`src/rtl/mips_pkg.sv`:
```
// mips_pkg -- definitions shared by the HI/LO multiply unit and its users.
// Contents: ALU operation codes (only ALU_mul starts a multiply), read-select
// codes for mfhi/mflo, and the multiply FSM state enum.
// No ports; import with "import mips_pkg::*;".
package mips_pkg;

    // ALU operation codes as seen on the op port.
    localparam logic [2:0] ALU_add = 3'b000;
    localparam logic [2:0] ALU_sub = 3'b001;
    localparam logic [2:0] ALU_and = 3'b010;
    localparam logic [2:0] ALU_or  = 3'b011;
    localparam logic [2:0] ALU_mul = 3'b100;

    // Read-select codes for the dout mux.
    localparam logic [1:0] SEL_NONE = 2'b00;
    localparam logic [1:0] SEL_HI   = 2'b01;
    localparam logic [1:0] SEL_LO   = 2'b10;

    // Multiply sequencer states.
    typedef enum logic [1:0] {
        IDLE = 2'b00,
        CALC = 2'b01,
        DONE = 2'b10
    } mult_state_e;

endpackage

```
`src/rtl/mult_hilo_unit_if.sv`:
```
// mult_hilo_unit_if -- request/read bus of the HI/LO multiply unit.
// Parameter WIDTH: operand width; hi and lo are WIDTH bits each.
// Signals: start/op/mad/sgn/a/b/sel (core -> unit),
//          busy/done/hi/lo/dout (unit -> core).
// Modports: master = the issuing core, slave = mult_hilo_unit.
interface mult_hilo_unit_if #(
    parameter int WIDTH = 32
);
    logic             start;
    logic [2:0]       op;
    logic             mad;
    logic             sgn;
    logic [WIDTH-1:0] a;
    logic [WIDTH-1:0] b;
    logic [1:0]       sel;
    logic             busy;
    logic             done;
    logic [WIDTH-1:0] hi;
    logic [WIDTH-1:0] lo;
    logic [WIDTH-1:0] dout;

    modport master (
        output start, op, mad, sgn, a, b, sel,
        input  busy, done, hi, lo, dout
    );

    modport slave (
        input  start, op, mad, sgn, a, b, sel,
        output busy, done, hi, lo, dout
    );
endinterface

```
`src/rtl/shift_add_core.sv`:
```
// shift_add_core -- radix-2 shift-add multiply datapath.
// Ports:
//   clk, rst   : clock, asynchronous active-high reset
//   load       : latch operands, clear partial product and counter
//   step       : perform one shift-add iteration
//   signed_op  : treat a/b as two's complement (sampled on load)
//   a, b       : multiplicand / multiplier (WIDTH bits)
//   product    : result including the current iteration (valid when last=1)
//   last       : counter is at WIDTH-1, i.e. this step is the final one
// Signed operands are converted to magnitudes on load and the result is
// negated at the end when the operand signs differ, so latency is unchanged.
module shift_add_core #(
    parameter int WIDTH = 32
) (
    input  logic               clk,
    input  logic               rst,
    input  logic               load,
    input  logic               step,
    input  logic               signed_op,
    input  logic [WIDTH-1:0]   a,
    input  logic [WIDTH-1:0]   b,
    output logic [2*WIDTH-1:0] product,
    output logic               last
);
    localparam int CW = $clog2(WIDTH) + 1;

    logic [2*WIDTH-1:0] mcand_r;
    logic [WIDTH-1:0]   mplier_r;
    logic [2*WIDTH-1:0] pp_r;
    logic [CW-1:0]      cnt_r;
    logic               neg_r;

    logic               a_neg_s;
    logic               b_neg_s;
    logic [WIDTH-1:0]   mag_a_s;
    logic [WIDTH-1:0]   mag_b_s;
    logic [2*WIDTH-1:0] sum_s;

    // Operand magnitudes for the load cycle.
    always_comb begin
        a_neg_s = signed_op & a[WIDTH-1];
        b_neg_s = signed_op & b[WIDTH-1];
        if (a_neg_s) begin
            mag_a_s = ~a + {{(WIDTH-1){1'b0}}, 1'b1};
        end else begin
            mag_a_s = a;
        end
        if (b_neg_s) begin
            mag_b_s = ~b + {{(WIDTH-1){1'b0}}, 1'b1};
        end else begin
            mag_b_s = b;
        end
    end

    // One iteration: add the shifted multiplicand when the multiplier LSB is set;
    // the final product is taken from this sum so it lands on the last step edge.
    always_comb begin
        if (mplier_r[0]) begin
            sum_s = pp_r + mcand_r;
        end else begin
            sum_s = pp_r;
        end
        if (neg_r) begin
            product = ~sum_s + {{(2*WIDTH-1){1'b0}}, 1'b1};
        end else begin
            product = sum_s;
        end
        last = (cnt_r == CW'(WIDTH - 1));
    end

    // Datapath registers: load, iterate, or hold.
    always_ff @(posedge clk or posedge rst) begin
        if (rst) begin
            mcand_r  <= {(2*WIDTH){1'b0}};
            mplier_r <= {WIDTH{1'b0}};
            pp_r     <= {(2*WIDTH){1'b0}};
            cnt_r    <= {CW{1'b0}};
            neg_r    <= 1'b0;
        end else if (load) begin
            mcand_r  <= {{WIDTH{1'b0}}, mag_a_s};
            mplier_r <= mag_b_s;
            pp_r     <= {(2*WIDTH){1'b0}};
            cnt_r    <= {CW{1'b0}};
            neg_r    <= a_neg_s ^ b_neg_s;
        end else if (step) begin
            mcand_r  <= {mcand_r[2*WIDTH-2:0], 1'b0};
            mplier_r <= {1'b0, mplier_r[WIDTH-1:1]};
            pp_r     <= sum_s;
            cnt_r    <= cnt_r + {{(CW-1){1'b0}}, 1'b1};
            neg_r    <= neg_r;
        end else begin
            mcand_r  <= mcand_r;
            mplier_r <= mplier_r;
            pp_r     <= pp_r;
            cnt_r    <= cnt_r;
            neg_r    <= neg_r;
        end
    end

endmodule

```
`src/rtl/mult_hilo_unit.sv`:
```
// mult_hilo_unit -- multi-cycle multiply unit owning the HI/LO registers.
// Ports:
//   clk  : clock, rising edge
//   rst  : asynchronous active-high reset
//   bus  : mult_hilo_unit_if.slave (start/op/mad/sgn/a/b/sel in,
//          busy/done/hi/lo/dout out)
// A start with op=ALU_mul in IDLE runs WIDTH shift-add steps in CALC; the
// last step writes {hi,lo} (replace or accumulate), then DONE pulses done.
// Configuration macro: MULT_SIGNED_EN -- when defined, sgn=1 selects a
// two's complement multiply; otherwise sgn is ignored (unsigned only).
module mult_hilo_unit
    import mips_pkg::*;
#(
    parameter int WIDTH = 32
) (
    input logic             clk,
    input logic             rst,
    mult_hilo_unit_if.slave bus
);
    mult_state_e        state_r;
    mult_state_e        state_s;
    logic               load_s;
    logic               step_s;
    logic               wr_s;
    logic               mad_r;
    logic               signed_op_s;
    logic [2*WIDTH-1:0] hilo_r;
    logic [2*WIDTH-1:0] product_s;
    logic               last_s;
    logic [WIDTH-1:0]   dout_s;

`ifdef MULT_SIGNED_EN
    assign signed_op_s = bus.sgn;
`else
    assign signed_op_s = 1'b0;
`endif

    shift_add_core #(.WIDTH(WIDTH)) u_core (
        .clk       (clk),
        .rst       (rst),
        .load      (load_s),
        .step      (step_s),
        .signed_op (signed_op_s),
        .a         (bus.a),
        .b         (bus.b),
        .product   (product_s),
        .last      (last_s)
    );

    // State register.
    always_ff @(posedge clk or posedge rst) begin
        if (rst) begin
            state_r <= IDLE;
        end else begin
            state_r <= state_s;
        end
    end

    // Next-state and datapath control.
    always_comb begin
        state_s = state_r;
        load_s  = 1'b0;
        step_s  = 1'b0;
        wr_s    = 1'b0;
        case (state_r)
            IDLE: begin
                if (bus.start && (bus.op == ALU_mul)) begin
                    state_s = CALC;
                    load_s  = 1'b1;
                end else begin
                    state_s = IDLE;
                end
            end
            CALC: begin
                step_s = 1'b1;
                if (last_s) begin
                    state_s = DONE;
                    wr_s    = 1'b1;
                end else begin
                    state_s = CALC;
                end
            end
            DONE: begin
                state_s = IDLE;
            end
            default: begin
                state_s = IDLE;
            end
        endcase
    end

    // Accumulate flag is captured with the operands so mid-operation changes
    // on the bus cannot alter the write-back.
    always_ff @(posedge clk or posedge rst) begin
        if (rst) begin
            mad_r <= 1'b0;
        end else if (load_s) begin
            mad_r <= bus.mad;
        end else begin
            mad_r <= mad_r;
        end
    end

    // HI/LO register: written only on the final CALC step.
    always_ff @(posedge clk or posedge rst) begin
        if (rst) begin
            hilo_r <= {(2*WIDTH){1'b0}};
        end else if (wr_s) begin
            if (mad_r) begin
                hilo_r <= hilo_r + product_s;
            end else begin
                hilo_r <= product_s;
            end
        end else begin
            hilo_r <= hilo_r;
        end
    end

    // mfhi/mflo read mux; reflects the current (pre-operation) HI/LO during CALC.
    always_comb begin
        case (bus.sel)
            SEL_HI:  dout_s = hilo_r[2*WIDTH-1:WIDTH];
            SEL_LO:  dout_s = hilo_r[WIDTH-1:0];
            default: dout_s = {WIDTH{1'b0}};
        endcase
    end

    assign bus.busy = (state_r == CALC);
    assign bus.done = (state_r == DONE);
    assign bus.hi   = hilo_r[2*WIDTH-1:WIDTH];
    assign bus.lo   = hilo_r[WIDTH-1:0];
    assign bus.dout = dout_s;

endmodule

```
`src/flat_wrapper.sv`:
```
// flat-port wrapper written by rule: the top's interface ports become plain ports
module mult_hilo_unit_flat import mips_pkg::*;
#(
    parameter int WIDTH = 32
)
  (clk, rst, bus_start, bus_op, bus_mad, bus_sgn, bus_a, bus_b, bus_sel, bus_busy, bus_done, bus_hi, bus_lo, bus_dout);
  mult_hilo_unit_if #(.WIDTH(WIDTH)) bus_i ();
  input logic clk;
  input logic rst;
  input wire logic [$bits(bus_i.start)-1:0] bus_start;
  input wire logic [$bits(bus_i.op)-1:0] bus_op;
  input wire logic [$bits(bus_i.mad)-1:0] bus_mad;
  input wire logic [$bits(bus_i.sgn)-1:0] bus_sgn;
  input wire logic [$bits(bus_i.a)-1:0] bus_a;
  input wire logic [$bits(bus_i.b)-1:0] bus_b;
  input wire logic [$bits(bus_i.sel)-1:0] bus_sel;
  output wire logic [$bits(bus_i.busy)-1:0] bus_busy;
  output wire logic [$bits(bus_i.done)-1:0] bus_done;
  output wire logic [$bits(bus_i.hi)-1:0] bus_hi;
  output wire logic [$bits(bus_i.lo)-1:0] bus_lo;
  output wire logic [$bits(bus_i.dout)-1:0] bus_dout;
  assign bus_i.start = bus_start;
  assign bus_i.op = bus_op;
  assign bus_i.mad = bus_mad;
  assign bus_i.sgn = bus_sgn;
  assign bus_i.a = bus_a;
  assign bus_i.b = bus_b;
  assign bus_i.sel = bus_sel;
  assign bus_busy = bus_i.busy;
  assign bus_done = bus_i.done;
  assign bus_hi = bus_i.hi;
  assign bus_lo = bus_i.lo;
  assign bus_dout = bus_i.dout;
  mult_hilo_unit #(.WIDTH(WIDTH)) u_core (.clk(clk), .rst(rst), .bus(bus_i));
endmodule
```
`config.mk`:
```
export PLATFORM = sky130hd
export DESIGN_NAME = mult_hilo_unit_flat
export DESIGN_NICKNAME = d
export VERILOG_FILES = /design/src/rtl/mips_pkg.sv /design/src/rtl/mult_hilo_unit_if.sv /design/src/rtl/shift_add_core.sv /design/src/rtl/mult_hilo_unit.sv /design/src/flat_wrapper.sv
export SDC_FILE = /design/constraint.sdc
export NUM_CORES = 1
export LEC_CHECK = 0
export CAP_MARGIN = 20
export CORE_MARGIN = 2
export CORE_UTILIZATION = 60
export CTS_CLUSTER_DIAMETER = 60
export DETAILED_ROUTE_END_ITERATION = 6
export PLACE_DENSITY_LB_ADDON = 0.1
export SYNTH_ARGS = -nofsm -noshare
export SYNTH_HDL_FRONTEND = slang
export SYNTH_HIERARCHICAL = 1
export SYNTH_SLANG_ARGS = --single-unit
```
`constraint.sdc`:
```
create_clock -name clk -period 7.7 [get_ports clk]
set_input_delay 1.925 -clock clk [delete_from_list [all_inputs] [get_ports clk]]
set_output_delay 1.925 -clock clk [all_outputs]
set_load 0.01 [all_outputs]
```
==> results.toml <==
[floorplan]
rows = 71
coreArea_um2 = 37300
die_w_um = 198
dieArea_um2 = 39200
start_util_pct = 60.4
io_pins = 172
die-height_um = 198

[timing]
fmax_mhz = 138
setup_viol = 0
finalHoldViolCount = 0
setup-tns-final_ns = 0
fin_crit_sh_pct = 94.2
slew_headroom_pct = 20.1
worst_pin_slew_ns = 1.18
rsz0062_at_grt = "false"
clock_skew_ns = 0.0252
fin_crit_ns = 7.25
finalMaxSlewViolations = 0

[route]
dr.pass1.iters = 6
wl_mm = 70.6
avgRoutedWirePerCell_um = 20.6
num_vias = 22398
drt-initial-drc-count = 1906
drc_errors = 0
ant_nets = 0
via_per_inst = 6.52

[critical_path]
worst_ep_required_time_ns = 8.19
crit_fanout = 9
regToRegEndpoint = "u_core/hilo_r[63]$_DFFE_PP0P_"
worstSetupEndpointType = "flip-flop"
reg2reg_from = "u_core/u_core/pp_r[26]$_DFFE_PP0P_"
crit_path_start_kind = "flip-flop"
critical_path_class = "reg -> reg"
cp-endpoint = "u_core/hilo_r[63]$_DFFE_PP0P_"
cp-startpoint = "u_core/u_core/pp_r[26]$_DFFE_PP0P_"
reg2reg_depth = 25
cp.arrival_ns = 7.74
regToRegSetupSlack_ns = 0.45

[job]
maxCapViolCount = 0

[outcome]
status = "completed"

[cts]
clk_latency_ns = 0.58
cts-buffers-inserted = 30
cts_root_buf = "clkbuf_16"
ctsResizeCount = 0
clkSinkCount = 234
tritoncts = "done"
hold_buffers = 0
cts_setup_buffers = 0
clockBufferDepth = 3
htree_num_levels = 1
path_clk_slew_ns = 0.06

[layout]
antenna-diode-count = 0
area_growth_syn_to_layout_pct = 12.7
drive_gt1_share_pct = 5.37
nets = 3149

[global_routing]
overflow = 0
met1_usage_pct = 50.8
gr-usage-met3_pct = 5.50
grt_max_degree = 111
grt_pass1_wl_mm = 112
antenna_found_initial = 0
track_usage_pct = 35.7
grt_pass1_vias = 20587
top_usage_layer = "met2"
gr-usage-met2_pct = 55.6

[synth]
synthArstFlopShare_pct = 100
synth-seq-cells = 234
syn-cell-area_um2 = 22600
synth_edf_count = 0
ys.flop_type = "dfrtp_1"
yosys-top-cells-count = "328 x nand2_1, 301 x nor2_1, 241 x o21ai_0"
synth_cell_types = 107
synth_cells = 2875
synth_most_common_cell = "nand2_1"
seq_area_frac_synth_pct = 26.0
postSynthAreaPerCell_um2 = 7.84
synth_top_area_cell = "dfrtp_1"
synth_area_leaders = "dfrtp_1 26%, ha_1 7.3%, mux2i_1 6.9%"
netlist.area_leader.share_pct = 26.0
yosys_warnings = 6

[placement]
gp_congestion = 0.996
hpwl_mm = 54.3
io_buffers = 170

[worst_hold_path]
hold_class = "reg -> reg"
worstHoldStart = "u_core/u_core/mplier_r[31]$_DFFE_PP0P_"
[final cells by class]
type | count | area [um^2]
Multi-Input combinational cell | 2417 | 15800
Fill cell | 3130 | 11900
Sequential cell | 234 | 5860
Timing Repair Buffer | 196 | 1950
Clock buffer | 45 | 848
Tap cell | 474 | 593
Inverter | 62 | 243
Clock inverter | 8 | 110
[layout by cell type, fill, tap and decap left out, types with 87 or more instances in the layout]
| cell type | instances |
|---|---|
| xnor2_1 | 115 |
| ha_1 | 132 |
| xor2_1 | 87 |
| a21oi_1 | 225 |
| clkdlybuf4s50_1 | 170 |
| nand2_1 | 327 |
| dfrtp_1 | 232 |
| nor2_1 | 301 |
| mux2i_1 | 155 |
| o21ai_0 | 241 |
[worst min path at each step]
stage	to	slack, ns	depth (start not counted)
after floorplan	u_core/u_core/cnt_r[4]$_DFFE_PP0P_	0.51	2
after global placement	u_core/u_core/cnt_r[4]$_DFFE_PP0P_	0.52	2
after detailed placement	u_core/u_core/mplier_r[31]$_DFFE_PP0P_	0.54	2
after CTS	u_core/u_core/mplier_r[31]$_DFFE_PP0P_	0.55	2
after global routing	u_core/u_core/mplier_r[31]$_DFFE_PP0P_	0.58	2
final	u_core/u_core/mplier_r[31]$_DFFE_PP0P_	0.54	2
[layer usage]
| metal | wire length (um) | up-vias |
|---|---|---|
| li1 | - | 10650 |
| met4 | 2400 | 0 |
| met2 | 30900 | 990 |
| met5 | 0 | - |
| met1 | 31300 | 10610 |
| met3 | 6000 | 148 |
[registers in the layout, summed over array words and instances, names as in the netlist]
register / count
u_core/hilo_r: 64
u_core/mad_r: 1
u_core/state_r: 2
u_core/u_core/cnt_r: 6
u_core/u_core/mcand_r: 64
u_core/u_core/mplier_r: 32
u_core/u_core/neg_r: 1
u_core/u_core/pp_r: 64
[metrics by stage]
step           hold WS (ns)  instance area [um^2]  util (%)  instances  setup slack [ns]
3_5_place_dp          0.537                 24400      65.4       3381             0.597
2_1_floorplan         0.505                 22600         -       2881              1.26
3_3_place_gp          0.522                 24400      65.4       3381             0.732
4_1_cts               0.545                 25400      68.0       3434             0.567
5_1_grt               0.578                 25400      68.1       3436            0.0360
6_report              0.543                 25400      68.1       3436             0.450
[cells by family after synthesis]
| group | synth area share (%) |
|---|---|
| AO/OA/AOI/OAI | 26.7 |
| AND/OR/NAND/NOR | 20.5 |
| XOR/XNOR | 7.84 |
| buffers and inverters | 4.09 |
| adder cells (fa/ha/maj) | 7.50 |
| other | 0.0166 |
| multiplexers | 7.33 |
| flip-flops | 26.0 |
[critical path, stage by stage, from the launching register on]
cell and delay [ns]:
dfrtp_1 0.45, ha_1 0.55, nand4_1 0.27, nor3_1 0.47, inv_1 0.13, a2111oi_2 0.57, or3_1 0.33, o211ai_1 0.31
and3b_1 0.39, nand4_1 0.19, nor4_4 0.42, nand3_2 0.20, o21ai_1 0.19, xor2_1 0.37, ha_1 0.40, a21oi_1 0.21
o21bai_1 0.09, a21o_1 0.22, a21o_1 0.16, a221o_1 0.29, a21oi_1 0.28, nand2b_1 0.15, a211oi_1 0.08, a31oi_1 0.18
o21ai_0 0.10, nor3_1 0.15
Power is not shown: default switching activity piles up to over one toggle a cycle in this logic, so the estimate is an artifact.
